### src/rtl/btn_debounce_pkg.sv
// Shared types and constants for the push-button debounce front end.
package btn_debounce_pkg;

    // Per-button debounce state.
    typedef enum logic [1:0] {
        ST_IDLE = 2'b00,
        ST_ARM  = 2'b01,
        ST_HELD = 2'b10,
        ST_REL  = 2'b11
    } db_state_t;

    // Button roles as seen by the downstream operand/opcode loader.
    localparam int BTN_DATA_A  = 0;
    localparam int BTN_DATA_B  = 1;
    localparam int BTN_OP_CODE = 2;

endpackage

### src/rtl/btn_debounce_fsm.sv
// One button's debounce FSM: a level change is accepted only after
// DB_CYCLES consecutive stable synced cycles. o_accept pulses on the
// cycle the FSM commits to HELD (one per physical press).
module btn_debounce_fsm
    import btn_debounce_pkg::*;
#(
    parameter int NB_DB_CNT = 20,
    parameter int DB_CYCLES = 1000000
) (
    input  logic clk,
    input  logic i_rst,
    input  logic i_sync,
    output logic o_accept,
    output logic o_held
);

    localparam logic [NB_DB_CNT-1:0] CNT_LAST = NB_DB_CNT'(DB_CYCLES - 1);
    localparam logic [NB_DB_CNT-1:0] CNT_ONE  = NB_DB_CNT'(1);

    db_state_t            state, state_nxt;
    logic [NB_DB_CNT-1:0] cnt, cnt_nxt;

    // State and stability counter registers.
    always_ff @(posedge clk or posedge i_rst) begin
        if (i_rst) begin
            state <= ST_IDLE;
            cnt   <= '0;
        end else begin
            state <= state_nxt;
            cnt   <= cnt_nxt;
        end
    end

    // Next state; the counter is cleared on every transition so it never wraps.
    always_comb begin
        state_nxt = state;
        cnt_nxt   = cnt;
        o_accept  = 1'b0;
        case (state)
            ST_IDLE: begin
                if (i_sync) begin
                    state_nxt = ST_ARM;
                    cnt_nxt   = '0;
                end
            end
            ST_ARM: begin
                if (!i_sync) begin
                    state_nxt = ST_IDLE;
                    cnt_nxt   = '0;
                end else if (cnt == CNT_LAST) begin
                    state_nxt = ST_HELD;
                    cnt_nxt   = '0;
                    o_accept  = 1'b1;
                end else begin
                    cnt_nxt   = cnt + CNT_ONE;
                end
            end
            ST_HELD: begin
                if (!i_sync) begin
                    state_nxt = ST_REL;
                    cnt_nxt   = '0;
                end
            end
            ST_REL: begin
                // Bouncing back high during release returns to HELD silently.
                if (i_sync) begin
                    state_nxt = ST_HELD;
                    cnt_nxt   = '0;
                end else if (cnt == CNT_LAST) begin
                    state_nxt = ST_IDLE;
                    cnt_nxt   = '0;
                end else begin
                    cnt_nxt   = cnt + CNT_ONE;
                end
            end
            default: begin
                state_nxt = ST_IDLE;
                cnt_nxt   = '0;
            end
        endcase
    end

    assign o_held = (state == ST_HELD) || (state == ST_REL);

endmodule

### src/rtl/btn_debounce_ctrl.sv
// Button/switch front end: synchronizes raw inputs, debounces each button,
// and serializes accepted presses into single-cycle o_valid pulses carrying
// a one-hot button id and the switch value sampled with that pulse.
module btn_debounce_ctrl
    import btn_debounce_pkg::*;
#(
    parameter int NB_BTN    = 3,
    parameter int NB_SW     = 8,
    parameter int NB_DB_CNT = 20,
    parameter int DB_CYCLES = 1000000
) (
    input  logic              clk,
    input  logic              i_rst,
    input  logic [NB_BTN-1:0] i_btn_raw,
    input  logic [NB_SW-1:0]  i_sw_raw,
    output logic              o_valid,
    output logic [NB_BTN-1:0] o_btn,
    output logic [NB_SW-1:0]  o_sw_data,
    output logic [NB_BTN-1:0] o_btn_held
);

    logic [NB_BTN-1:0] btn_meta, btn_sync;
    logic [NB_SW-1:0]  sw_meta, sw_sync;
    logic [NB_BTN-1:0] accept;
    logic [NB_BTN-1:0] pending;
    logic [NB_BTN-1:0] grant;

    // Two-flop synchronizers for all raw inputs.
    always_ff @(posedge clk or posedge i_rst) begin
        if (i_rst) begin
            btn_meta <= '0;
            btn_sync <= '0;
            sw_meta  <= '0;
            sw_sync  <= '0;
        end else begin
            btn_meta <= i_btn_raw;
            btn_sync <= btn_meta;
            sw_meta  <= i_sw_raw;
            sw_sync  <= sw_meta;
        end
    end

    generate
        for (genvar g = 0; g < NB_BTN; g++) begin : g_btn
            btn_debounce_fsm #(
                .NB_DB_CNT (NB_DB_CNT),
                .DB_CYCLES (DB_CYCLES)
            ) u_fsm (
                .clk      (clk),
                .i_rst    (i_rst),
                .i_sync   (btn_sync[g]),
                .o_accept (accept[g]),
                .o_held   (o_btn_held[g])
            );
        end
    endgenerate

    // Fixed priority: lowest-index pending press is served first.
    always_comb begin
        grant = '0;
        for (int i = NB_BTN - 1; i >= 0; i--) begin
            if (pending[i]) begin
                grant    = '0;
                grant[i] = 1'b1;
            end
        end
    end

    // Pending presses; a new acceptance wins over a same-cycle grant clear.
    always_ff @(posedge clk or posedge i_rst) begin
        if (i_rst) begin
            pending <= '0;
        end else begin
            pending <= (pending & ~grant) | accept;
        end
    end

    // Output register: one pulse per granted press, switch data held between pulses.
    always_ff @(posedge clk or posedge i_rst) begin
        if (i_rst) begin
            o_valid   <= 1'b0;
            o_btn     <= '0;
            o_sw_data <= '0;
        end else begin
            o_valid <= |pending;
            o_btn   <= grant;
            if (|pending) begin
                o_sw_data <= sw_sync;
            end
        end
    end

endmodule
### config.mk
export PLATFORM = sky130hd
export DESIGN_NAME = btn_debounce_ctrl
export DESIGN_NICKNAME = d
export VERILOG_FILES = /design/src/rtl/btn_debounce_pkg.sv /design/src/rtl/btn_debounce_fsm.sv /design/src/rtl/btn_debounce_ctrl.sv
export SDC_FILE = /design/constraint.sdc
export NUM_CORES = 1
export LEC_CHECK = 0
export BUFFER_PORTS_ARGS = -buffer_cell sky130_fd_sc_hd__buf_2
export CORE_ASPECT_RATIO = 2
export CORE_MARGIN = 2
export CORE_UTILIZATION = 25
export CTS_CLUSTER_DIAMETER = 120
export DETAILED_ROUTE_END_ITERATION = 8
export SYNTH_ARGS = -nofsm -noshare
export SYNTH_HDL_FRONTEND = slang
export SYNTH_SLANG_ARGS = --single-unit
### constraint.sdc
create_clock -name clk -period 5.65 [get_ports clk]
set_input_delay 0.565 -clock clk [delete_from_list [all_inputs] [get_ports clk]]
set_output_delay 0.565 -clock clk [all_outputs]
set_load 0.01 [all_outputs]
==> results of run 1 <==
[sequential cells by signal (all words and copies together), names as in the netlist, named ones only]
| signal | flops |
|---|---|
| o_btn | 3 |
| btn_meta | 3 |
| g_btn.u_fsm.state | 3 |
| o_sw_data | 8 |
| sw_meta | 8 |
| o_valid | 1 |
| pending | 3 |
| btn_sync | 3 |
| g_btn.u_fsm.cnt | 60 |
| sw_sync | 8 |
[kinds of logic after synthesis]
logic type	count (synthesis)	share of synthesized area
compound gates	121	0.160
xor+xnor	9	0.0167
fa+ha+maj	3	0.00796
buf+inv	31	0.0327
flops	103	0.547
mux	13	0.0313
simple gates	181	0.205
[Yosys cell counts, types with 2 or more instances]
cell / instances
sky130_fd_sc_hd__a21o_1: 7
sky130_fd_sc_hd__a21o_2: 2
sky130_fd_sc_hd__a21oi_1: 25
sky130_fd_sc_hd__a21oi_2: 2
sky130_fd_sc_hd__a22o_1: 6
sky130_fd_sc_hd__a31oi_1: 31
sky130_fd_sc_hd__a41oi_1: 7
sky130_fd_sc_hd__and2_1: 4
sky130_fd_sc_hd__and3_1: 3
sky130_fd_sc_hd__buf_2: 3
sky130_fd_sc_hd__buf_4: 3
sky130_fd_sc_hd__buf_6: 3
sky130_fd_sc_hd__clkbuf_1: 9
sky130_fd_sc_hd__dfrtp_1: 103
sky130_fd_sc_hd__ha_1: 3
sky130_fd_sc_hd__inv_1: 13
sky130_fd_sc_hd__mux2_2: 9
sky130_fd_sc_hd__mux2i_1: 2
sky130_fd_sc_hd__nand2_1: 63
sky130_fd_sc_hd__nand2b_1: 6
sky130_fd_sc_hd__nand3_1: 28
sky130_fd_sc_hd__nand3b_1: 2
sky130_fd_sc_hd__nand4_1: 13
sky130_fd_sc_hd__nor2_1: 16
sky130_fd_sc_hd__nor2b_1: 2
sky130_fd_sc_hd__nor3_1: 9
sky130_fd_sc_hd__nor3b_1: 2
sky130_fd_sc_hd__nor4_1: 6
sky130_fd_sc_hd__o21ai_0: 30
sky130_fd_sc_hd__o31ai_1: 5
sky130_fd_sc_hd__or2_2: 4
sky130_fd_sc_hd__or3_1: 9
sky130_fd_sc_hd__or4_1: 2
sky130_fd_sc_hd__or4_4: 2
sky130_fd_sc_hd__xnor2_1: 2
sky130_fd_sc_hd__xor2_1: 7
[area by class of cell]
class,count,area [um2]
well taps,219,274
clock buffers,10,239
clock inverters,6,51.3
flip-flops and latches,103,2580
multi-input cells,327,1980
repair buffers,28,143
fillers,1968,13300
inverters,13,51.3
[layer usage]
layer | up-vias | routed length (um) | global-route usage
met5 | - | 0 | 0
met4 | 0 | 341 | 0.0661
met3 | 21 | 264 | 0.0233
met2 | 75 | 5360 | 0.188
met1 | 1773 | 4200 | 0.121
li1 | 1735 | - | -
[worst min path at each step]
stage	startpoint	end	slack (ns)	cells after the start
after global placement	sw_meta[5]	sw_sync[5]	0.33	0
after floorplan	btn_meta[0]	btn_sync[0]	0.33	0
after global routing	i_btn_raw[0]	btn_meta[0]	0.30	1
final	i_rst	async pin	0.30	2
after CTS	i_btn_raw[0]	btn_meta[0]	0.31	1
after detailed placement	btn_meta[1]	btn_sync[1]	0.33	0
[power by group through the flow]
stage / combinational (uW) / clock (uW) / sequential (uW)
floorplan: 413 / 0 / 857
global placement: 463 / 0 / 868
detailed placement: 480 / 0 / 875
CTS: 482 / 623 / 860
global route: 546 / 656 / 870
finish: 481 / 607 / 862
[stage by stage]
step           hold slack, ns   util
5_1_grt                 0.297  0.285
3_3_place_gp            0.332  0.269
2_1_floorplan           0.331      -
6_report                0.300  0.285
3_5_place_dp            0.335  0.269
4_1_cts                 0.307  0.285
[worst max-delay path, stage by stage (launching register included)]
cell                      delay [ns]
sky130_fd_sc_hd__dfrtp_1        0.42
sky130_fd_sc_hd__ha_1           0.25
sky130_fd_sc_hd__nand3_1        0.23
sky130_fd_sc_hd__nor4_1         0.15
sky130_fd_sc_hd__a21oi_2        0.95
sky130_fd_sc_hd__o21ai_0        0.27
sky130_fd_sc_hd__a31oi_1        0.23
==> impl_metrics.sql, run 1 <==
INSERT INTO impl_metrics (metric_group, metric, value, unit) VALUES
('placed_design', 'globalplace.congestion', '0.832', ''),
('power', 'total_leakage_power', '0.00227', 'uW'),
('synthesis', 'seq_total_area_yosys', '0.547', ''),
('clock_network', 'cts_htree_levels', '3', ''),
('detailed_routing', 'detailedRoute.firstPassIterationCount', '4', ''),
('die', 'floorplan.die.height', '198', 'um'),
('sta', 'rsz0062_at_grt', 'no', ''),
('cells_and_area', 'layout.cells.non_filler', '706', ''),
('detailed_routing', 'route.detailed.vias_per_inst', '5.10', ''),
('sta', 'report.final.slew_viol_count', '0', ''),
('sta', 'worst_slew_margin_rel', '0.139', ''),
('sta', 'finalWorstPathRequiredPeriod', '2.58', 'ns'),
('detailed_routing', 'drt.antenna.violating_nets', '0', ''),
('sta', 'setup_violations', '0', ''),
('global_route', 'grt_max_degree', '54', ''),
('clock_network', 'clock_tree.root_cell', 'sky130_fd_sc_hd__clkbuf_16', ''),
('worst_setup_path', 'timing.setup.critical_path_class', 'flop to flop', ''),
('synthesis', 'synth_async_sr_flop_share', '1.00', ''),
('clock_network', 'clock_latency', '0.35', 'ns'),
('sta', 'maxClockFrequency', '387', 'MHz'),
('worst_setup_path', 'regToRegEndpoint', 'g_btn[0].u_fsm.cnt[10]', ''),
('power', 'clockPowerShare', '0.311', ''),
('detailed_routing', 'dr_total_vias', '3604', ''),
('sta', 'finClkSkew', '0.00971', 'ns'),
('synthesis', 'syn_inst', '461', ''),
('worst_setup_path', 'cp_max_fo', '30', ''),
('synthesis', 'syn-num-nets', '477', ''),
('run_status', 'status', 'complete, no violations', ''),
('worst_setup_path', 'cp.arrival', '2.86', 'ns'),
('worst_setup_path', 'setup.worst_path.end_class', 'flop', ''),
('worst_setup_path', 'critical_path.startpoint_type', 'flop', ''),
('placed_design', 'placedInstanceArea', '5030', 'um2'),
('synthesis', 'ys_dominant_reg_cell', 'sky130_fd_sc_hd__dfrtp_1', ''),
('die', 'fp.dieW', '101', 'um'),
('synthesis', 'synth.top_cells.by_area', 'sky130_fd_sc_hd__dfrtp_1, sky130_fd_sc_hd__nand2_1, sky130_fd_sc_hd__a31oi_1, sky130_fd_sc_hd__o21ai_0, sky130_fd_sc_hd__nand3_1', ''),
('power', 'power-per-cell-area', '366', 'nW/um2'),
('cells_and_area', 'final_layout_size_suffix_gt1_frac', '0.148', ''),
('worst_setup_path', 'r2r-start', 'g_btn[0].u_fsm.cnt[0]', ''),
('die', 'io_pins', '28', ''),
('sta', 'finalCritPeriodShare', '0.457', ''),
('synthesis', 'synth_largest_area_cell', 'sky130_fd_sc_hd__dfrtp_1', ''),
('power', 'p_switching', '686', 'uW'),
('worst_setup_path', 'worst_setup_path_endpoint', 'g_btn[0].u_fsm.cnt[10]', ''),
('die', 'start_util', '0.253', ''),
('global_route', 'grt_pass1_wl', '17500', 'um'),
('power', 'power.total', '1950', 'uW'),
('die', 'floorplan.die_area', '20000', 'um2'),
('sta', 'worst_slew_pin_slew', '1.28', 'ns'),
('cells_and_area', 'layout-area-overhead-vs-synth', '12.8', '%'),
('synthesis', 'syn_area', '4710', 'um2'),
('placed_design', 'pre_cts_slack', '3.08', 'ns'),
('power', 'pwr-share-seq', '0.442', ''),
('die', 'coreArea', '18700', 'um2'),
('clock_network', 'clk_transition_reported_paths', '0.08', 'ns'),
('clock_network', 'postCtsHoldBufs', '0', ''),
('placed_design', 'place_inst', '690', ''),
('clock_network', 'clock-sinks', '103', ''),
('detailed_routing', 'remaining_drc_errors', '0', ''),
('detailed_routing', 'total_routed_length', '10200', 'um'),
('worst_setup_path', 'timing.critical_path.from', 'g_btn[0].u_fsm.cnt[0]', ''),
('sta', 'fin_tns_setup', '0', 'ns'),
('sta', 'timing_hold_violations_final', '0', ''),
('synthesis', 'synth_edf_count', '0', ''),
('sta', 'postLayoutSetupSlackWorst', '3.07', 'ns'),
('clock_network', 'post_cts.repair.setup_buffers', '0', ''),
('power', 'combPwrFrac', '0.247', ''),
('worst_setup_path', 'worst_endpoint_required_time', '5.93', 'ns'),
('synthesis', 'ys.warnings.count', '0', ''),
('synthesis', 'mean_instance_size_in_the_synthesized_netlist', '10.2', 'um2'),
('global_route', 'grt_usage', '0.109', ''),
('run', 'maxCapViolations', '0', '');
Note: power is estimated with default switching activity, not from simulation.
==> run 2: changes to the inputs <==
--- a/config.mk
+++ b/config.mk
@@ -5,6 +5,7 @@
 export SDC_FILE = /design/constraint.sdc
 export NUM_CORES = 1
 export LEC_CHECK = 0
+export ABC_AREA = 1
 export BUFFER_PORTS_ARGS = -buffer_cell sky130_fd_sc_hd__buf_2
 export CORE_ASPECT_RATIO = 2
 export CORE_MARGIN = 2
==> constraint.sdc (replaced) <==
create_clock -name clk -period 2.4 [get_ports clk]
set_input_delay 0.24 -clock clk [delete_from_list [all_inputs] [get_ports clk]]
set_output_delay 0.24 -clock clk [all_outputs]
set_load 0.01 [all_outputs]
==> run 2 against run 1 <==
Flip-flop and latch count unchanged. Hold slack better by 0.040 ns. First-iteration DRC count rose by 19%. Fmax grew 45%. Count of clock-buffer cells in the layout down 1. Core utilization increased by 0.88 points. Die area rose by 8.4%. Critical path depth up 2. Combinational power up 68%. Global-route usage is essentially flat. Critical path type unchanged. Critical endpoint is now g_btn[1].u_fsm.cnt[14]. Largest cell class unchanged.
==> impl_metrics.sql, run 2 <==
INSERT INTO impl_metrics (metric_group, metric, value, unit) VALUES
('run_status', 'status', 'complete, no violations', ''),
('sta', 'setup_violations', '0', ''),
('synthesis', 'most_frequently_used_cell_type_in_the_post_synthesis_netlist', 'sky130_fd_sc_hd__nand2_1', ''),
('cells_and_area', 'final_layout_size_suffix_gt1_frac', '0.127', ''),
('detailed_routing', 'detailedRoute.firstPassIterationCount', '4', ''),
('synthesis', 'synth.cells.most_frequent', 'sky130_fd_sc_hd__nand2_1, sky130_fd_sc_hd__dfrtp_1, sky130_fd_sc_hd__inv_1, sky130_fd_sc_hd__nor2_1, sky130_fd_sc_hd__nand3_1', ''),
('detailed_routing', 'wl_per_cell', '11.7', 'um'),
('placed_design', 'place_inst', '902', ''),
('sta', 'worst_slew_margin_rel', '0.680', ''),
('sta', 'report.final.slew_viol_count', '0', ''),
('worst_setup_path', 'setup.worst_path.end_class', 'flop', ''),
('synthesis', 'largest_family_of_logic_cells_by_synthesized_area', 'simple AND/OR/NAND/NOR gates', ''),
('sta', 'maxClockFrequency', '561', 'MHz'),
('power', 'power-per-cell-area', '711', 'nW/um2'),
('worst_setup_path', 'critical_path.startpoint_type', 'flop', ''),
('clock_network', 'postCtsHoldBufs', '12', ''),
('worst_setup_path', 'cp_max_fo', '16', ''),
('detailed_routing', 'remaining_drc_errors', '0', ''),
('cells_and_area', 'final_common_cell', 'sky130_fd_sc_hd__nand2_1', ''),
('placed_design', 'numPortBuffers', '27', ''),
('clock_network', 'cts_buffers', '9', ''),
('placed_design', 'hpwl', '7980', 'um'),
('cells_and_area', 'most-common-layout-cells', 'sky130_fd_sc_hd__nand2_1, sky130_fd_sc_hd__dfrtp_1, sky130_fd_sc_hd__inv_1', ''),
('sta', 'fin_tns_setup', '0', 'ns'),
('synthesis', 'ys_ff_latch', '103', ''),
('worst_setup_path', 'timing.critical_path.cells', 'ha_1 -> nand2_1 -> nor2_2 -> nand3_1 -> nand2_2 -> inv_2 -> nand2_1 -> o21ai_0', ''),
('die', 'placement_rows', '74', ''),
('worst_setup_path', 'crit_family', 'simple AND/OR/NAND/NOR gates', ''),
('die', 'io_pins', '28', ''),
('die', 'fp.dieW', '105', 'um'),
('detailed_routing', 'total_routed_length', '10900', 'um'),
('detailed_routing', 'drt_iter0_markers', '152', ''),
('sta', 'finClkSkew', '0.0107', 'ns'),
('die', 'floorplan.die.height', '206', 'um'),
('synthesis', 'mean_instance_size_in_the_synthesized_netlist', '8.26', 'um2'),
('worst_setup_path', 'critical-path-top-cell-by-count', 'sky130_fd_sc_hd__nand2_1', ''),
('power', 'vdd_drop_max', '0.000353', 'V'),
('synthesis', 'syn_area', '5120', 'um2'),
('clock_network', 'clock-sinks', '103', ''),
('synthesis', 'synth.mux.area_fraction', '0.0176', ''),
('synthesis', 'syn-num-nets', '636', ''),
('synthesis', 'synth.top_cells.by_area', 'sky130_fd_sc_hd__dfrtp_1, sky130_fd_sc_hd__nand2_1, sky130_fd_sc_hd__inv_1, sky130_fd_sc_hd__nor2_1, sky130_fd_sc_hd__nand3_1', ''),
('clock_network', 'post_cts.resized_instances', '0', ''),
('synthesis', 'seq_total_area_yosys', '0.503', ''),
('sta', 'finalCritPeriodShare', '0.742', ''),
('sta', 'worst_slew_pin_slew', '0.479', 'ns'),
('detailed_routing', 'detailroute.wirelength.met2', '6030', 'um'),
('clock_network', 'clock_tree.root_cell', 'sky130_fd_sc_hd__clkbuf_16', ''),
('die', 'floorplan.die_area', '21700', 'um2'),
('die', 'start_util', '0.252', ''),
('synthesis', 'synthSimpleGateAreaFrac', '0.289', ''),
('synthesis', 'yosys.area_share.adder', '0.00733', ''),
('synthesis', 'ys.warnings.count', '0', ''),
('cells_and_area', 'insertedDiodeCount', '0', ''),
('cells_and_area', 'largest_register_ff_count', '60', ''),
('synthesis', 'syn_inst', '620', ''),
('detailed_routing', 'routed-wl-met3', '252', 'um'),
('placed_design', 'globalplace.congestion', '0.840', ''),
('synthesis', 'ys_types', '33', ''),
('clock_network', 'clk_transition_reported_paths', '0.08', 'ns'),
('clock_network', 'cts_buffer_depth', '2', ''),
('detailed_routing', 'route.detailed.vias_per_inst', '4.36', ''),
('run', 'maxCapViolations', '0', ''),
('cells_and_area', 'layout.cells.non_filler', '930', ''),
('global_route', 'overflow', '0', ''),
('sta', 'rsz0062_at_grt', 'no', ''),
('worst_setup_path', 'timing.setup.critical_path_class', 'flop to flop', ''),
('global_route', 'grt_pass1_wl', '18900', 'um'),
('worst_setup_path', 'max_stage_delay', '0.39', 'ns'),
('cells_and_area', 'max_flop_register', 'g_btn.u_fsm.cnt', ''),
('worst_setup_path', 'worst_endpoint_required_time', '2.65', 'ns'),
('global_route', 'grt_pass1_vias', '3992', ''),
('global_route', 'grt_antenna_before_repair', '0', ''),
('power', 'clockPowerShare', '0.349', ''),
('power', 'p_sw_frac', '0.337', ''),
('worst_setup_path', 'r2r_slack', '0.62', 'ns'),
('synthesis', 'synth_async_sr_flop_share', '1.00', ''),
('synthesis', 'synth_largest_area_cell', 'sky130_fd_sc_hd__dfrtp_1', ''),
('die', 'coreArea', '20300', 'um2'),
('detailed_routing', 'wl_met1', '4240', 'um'),
('cells_and_area', 'num-fill-cells', '2134', ''),
('power', 'p_switching', '1430', 'uW'),
('global_route', 'grt_max_degree', '88', ''),
('worst_setup_path', 'worstPathBufferInverterCount', '1', ''),
('power', 'p_int', '2810', 'uW'),
('detailed_routing', 'top_layer_reached_by_signal_wires', 'met4', ''),
('clock_network', 'post_cts.repair.setup_buffers', '0', ''),
('worst_setup_path', 'worst_path_max_delay_cell', 'sky130_fd_sc_hd__dfrtp_1', ''),
('power', 'pwr-share-seq', '0.460', ''),
('cells_and_area', 'layout-area-overhead-vs-synth', '16.4', '%'),
('synthesis', 'ys_dominant_reg_cell', 'sky130_fd_sc_hd__dfrtp_1', ''),
('sta', 'finalWorstPathRequiredPeriod', '1.78', 'ns'),
('min_path', 'min_path_type', 'flop to flop', ''),
('cells_and_area', 'final_nets', '675', ''),
('global_route', 'grt_usage', '0.110', ''),
('synthesis', 'synth-compound-area-share', '0.0640', ''),
('synthesis', 'synthXorXnorAreaFrac', '0.0462', ''),
('clock_network', 'clock_latency', '0.37', 'ns'),
('sta', 'timing_hold_violations_final', '0', ''),
('power', 'total_leakage_power', '0.00267', 'uW'),
('clock_network', 'cts_tree', 'built', ''),
('detailed_routing', 'drt.antenna.violating_nets', '0', ''),
('detailed_routing', 'dr_total_vias', '4052', ''),
('worst_setup_path', 'cp.arrival', '2.03', 'ns'),
('clock_network', 'cts_htree_levels', '3', ''),
('synthesis', 'synth_edf_count', '0', ''),
('power', 'combPwrFrac', '0.191', ''),
('synthesis', 'synth_top_cell_area_share', '0.503', '');
## run 2: metrics by stage
stage / cell area (um2) / total power [uW] / hold WS [ns] / setup slack, ns / utilization
6_report: 5960 / 4240 / 0.341 / 0.618 / 0.294
5_1_grt: 5960 / 4490 / 0.360 / 0.403 / 0.294
4_1_cts: 5960 / 4330 / 0.351 / 0.602 / 0.294
3_5_place_dp: 5540 / 2800 / 0.268 / 0.622 / 0.273
3_3_place_gp: 5540 / 2790 / 0.270 / 0.657 / 0.273
2_1_floorplan: 5120 / 2630 / 0.271 / 0.928 / -
## run 2: power by group through the flow
stage          logic [uW]  clock network (uW)  registers [uW]
2_1_floorplan         663                   0            1960
3_3_place_gp          808                   0            1990
3_5_place_dp          814                   0            1990
4_1_cts               834                1540            1950
5_1_grt               913                1600            1970
6_report              809                1480            1950
## run 2: logic make-up after synthesis
| family | after synthesis |
|---|---|
| adder cells (fa/ha/maj) | 3 |
| XOR/XNOR | 27 |
| AO/OA/AOI/OAI | 57 |
| multiplexers | 8 |
| AND/OR/NAND/NOR | 333 |
| flip-flops | 103 |
| buffers and inverters | 89 |
## run 2: per-layer routing
| metal | global-route usage | up-vias |
|---|---|---|
| met5 | 0 | - |
| met4 | 0.0638 | 0 |
| met3 | 0.0233 | 22 |
| met2 | 0.203 | 41 |
| met1 | 0.112 | 1929 |
| li1 | - | 2060 |
## run 2: final cells by class
class | instances | area, um2 | share of cell area
clock inverter | 7 | 76.3 | 0.0128
multi-input combinational | 428 | 2170 | 0.364
timing repair buffer | 42 | 290 | 0.0487
tap | 266 | 333 | 0.0559
inverter | 75 | 285 | 0.0479
clock buffer | 9 | 225 | 0.0378
sequential | 103 | 2580 | 0.433
## run 2: final timing paths
| kind | start | end | cells after the start |
|---|---|---|---|
| setup / recovery | g_btn[1].u_fsm.cnt[0] | g_btn[1].u_fsm.cnt[14] | 8 |
| hold / removal | sw_meta[2] | sw_sync[2] | 0 |
| max in group asynchronous | i_rst | sw_sync[6] | 4 |
| min in group asynchronous | i_rst | btn_meta[0] | 3 |
| hold reg to reg | sw_meta[2] | sw_sync[2] | 0 |
| setup reg to reg | g_btn[1].u_fsm.cnt[0] | g_btn[1].u_fsm.cnt[14] | 8 |
## run 2: worst register-to-register path: stages (launching register included)
cell                      delay (ns)
sky130_fd_sc_hd__dfrtp_1        0.39
sky130_fd_sc_hd__ha_1           0.19
sky130_fd_sc_hd__nand2_1        0.11
sky130_fd_sc_hd__nor2_2         0.22
sky130_fd_sc_hd__nand3_1        0.15
sky130_fd_sc_hd__nand2_2        0.29
sky130_fd_sc_hd__inv_2          0.15
sky130_fd_sc_hd__nand2_1        0.09
sky130_fd_sc_hd__o21ai_0        0.08
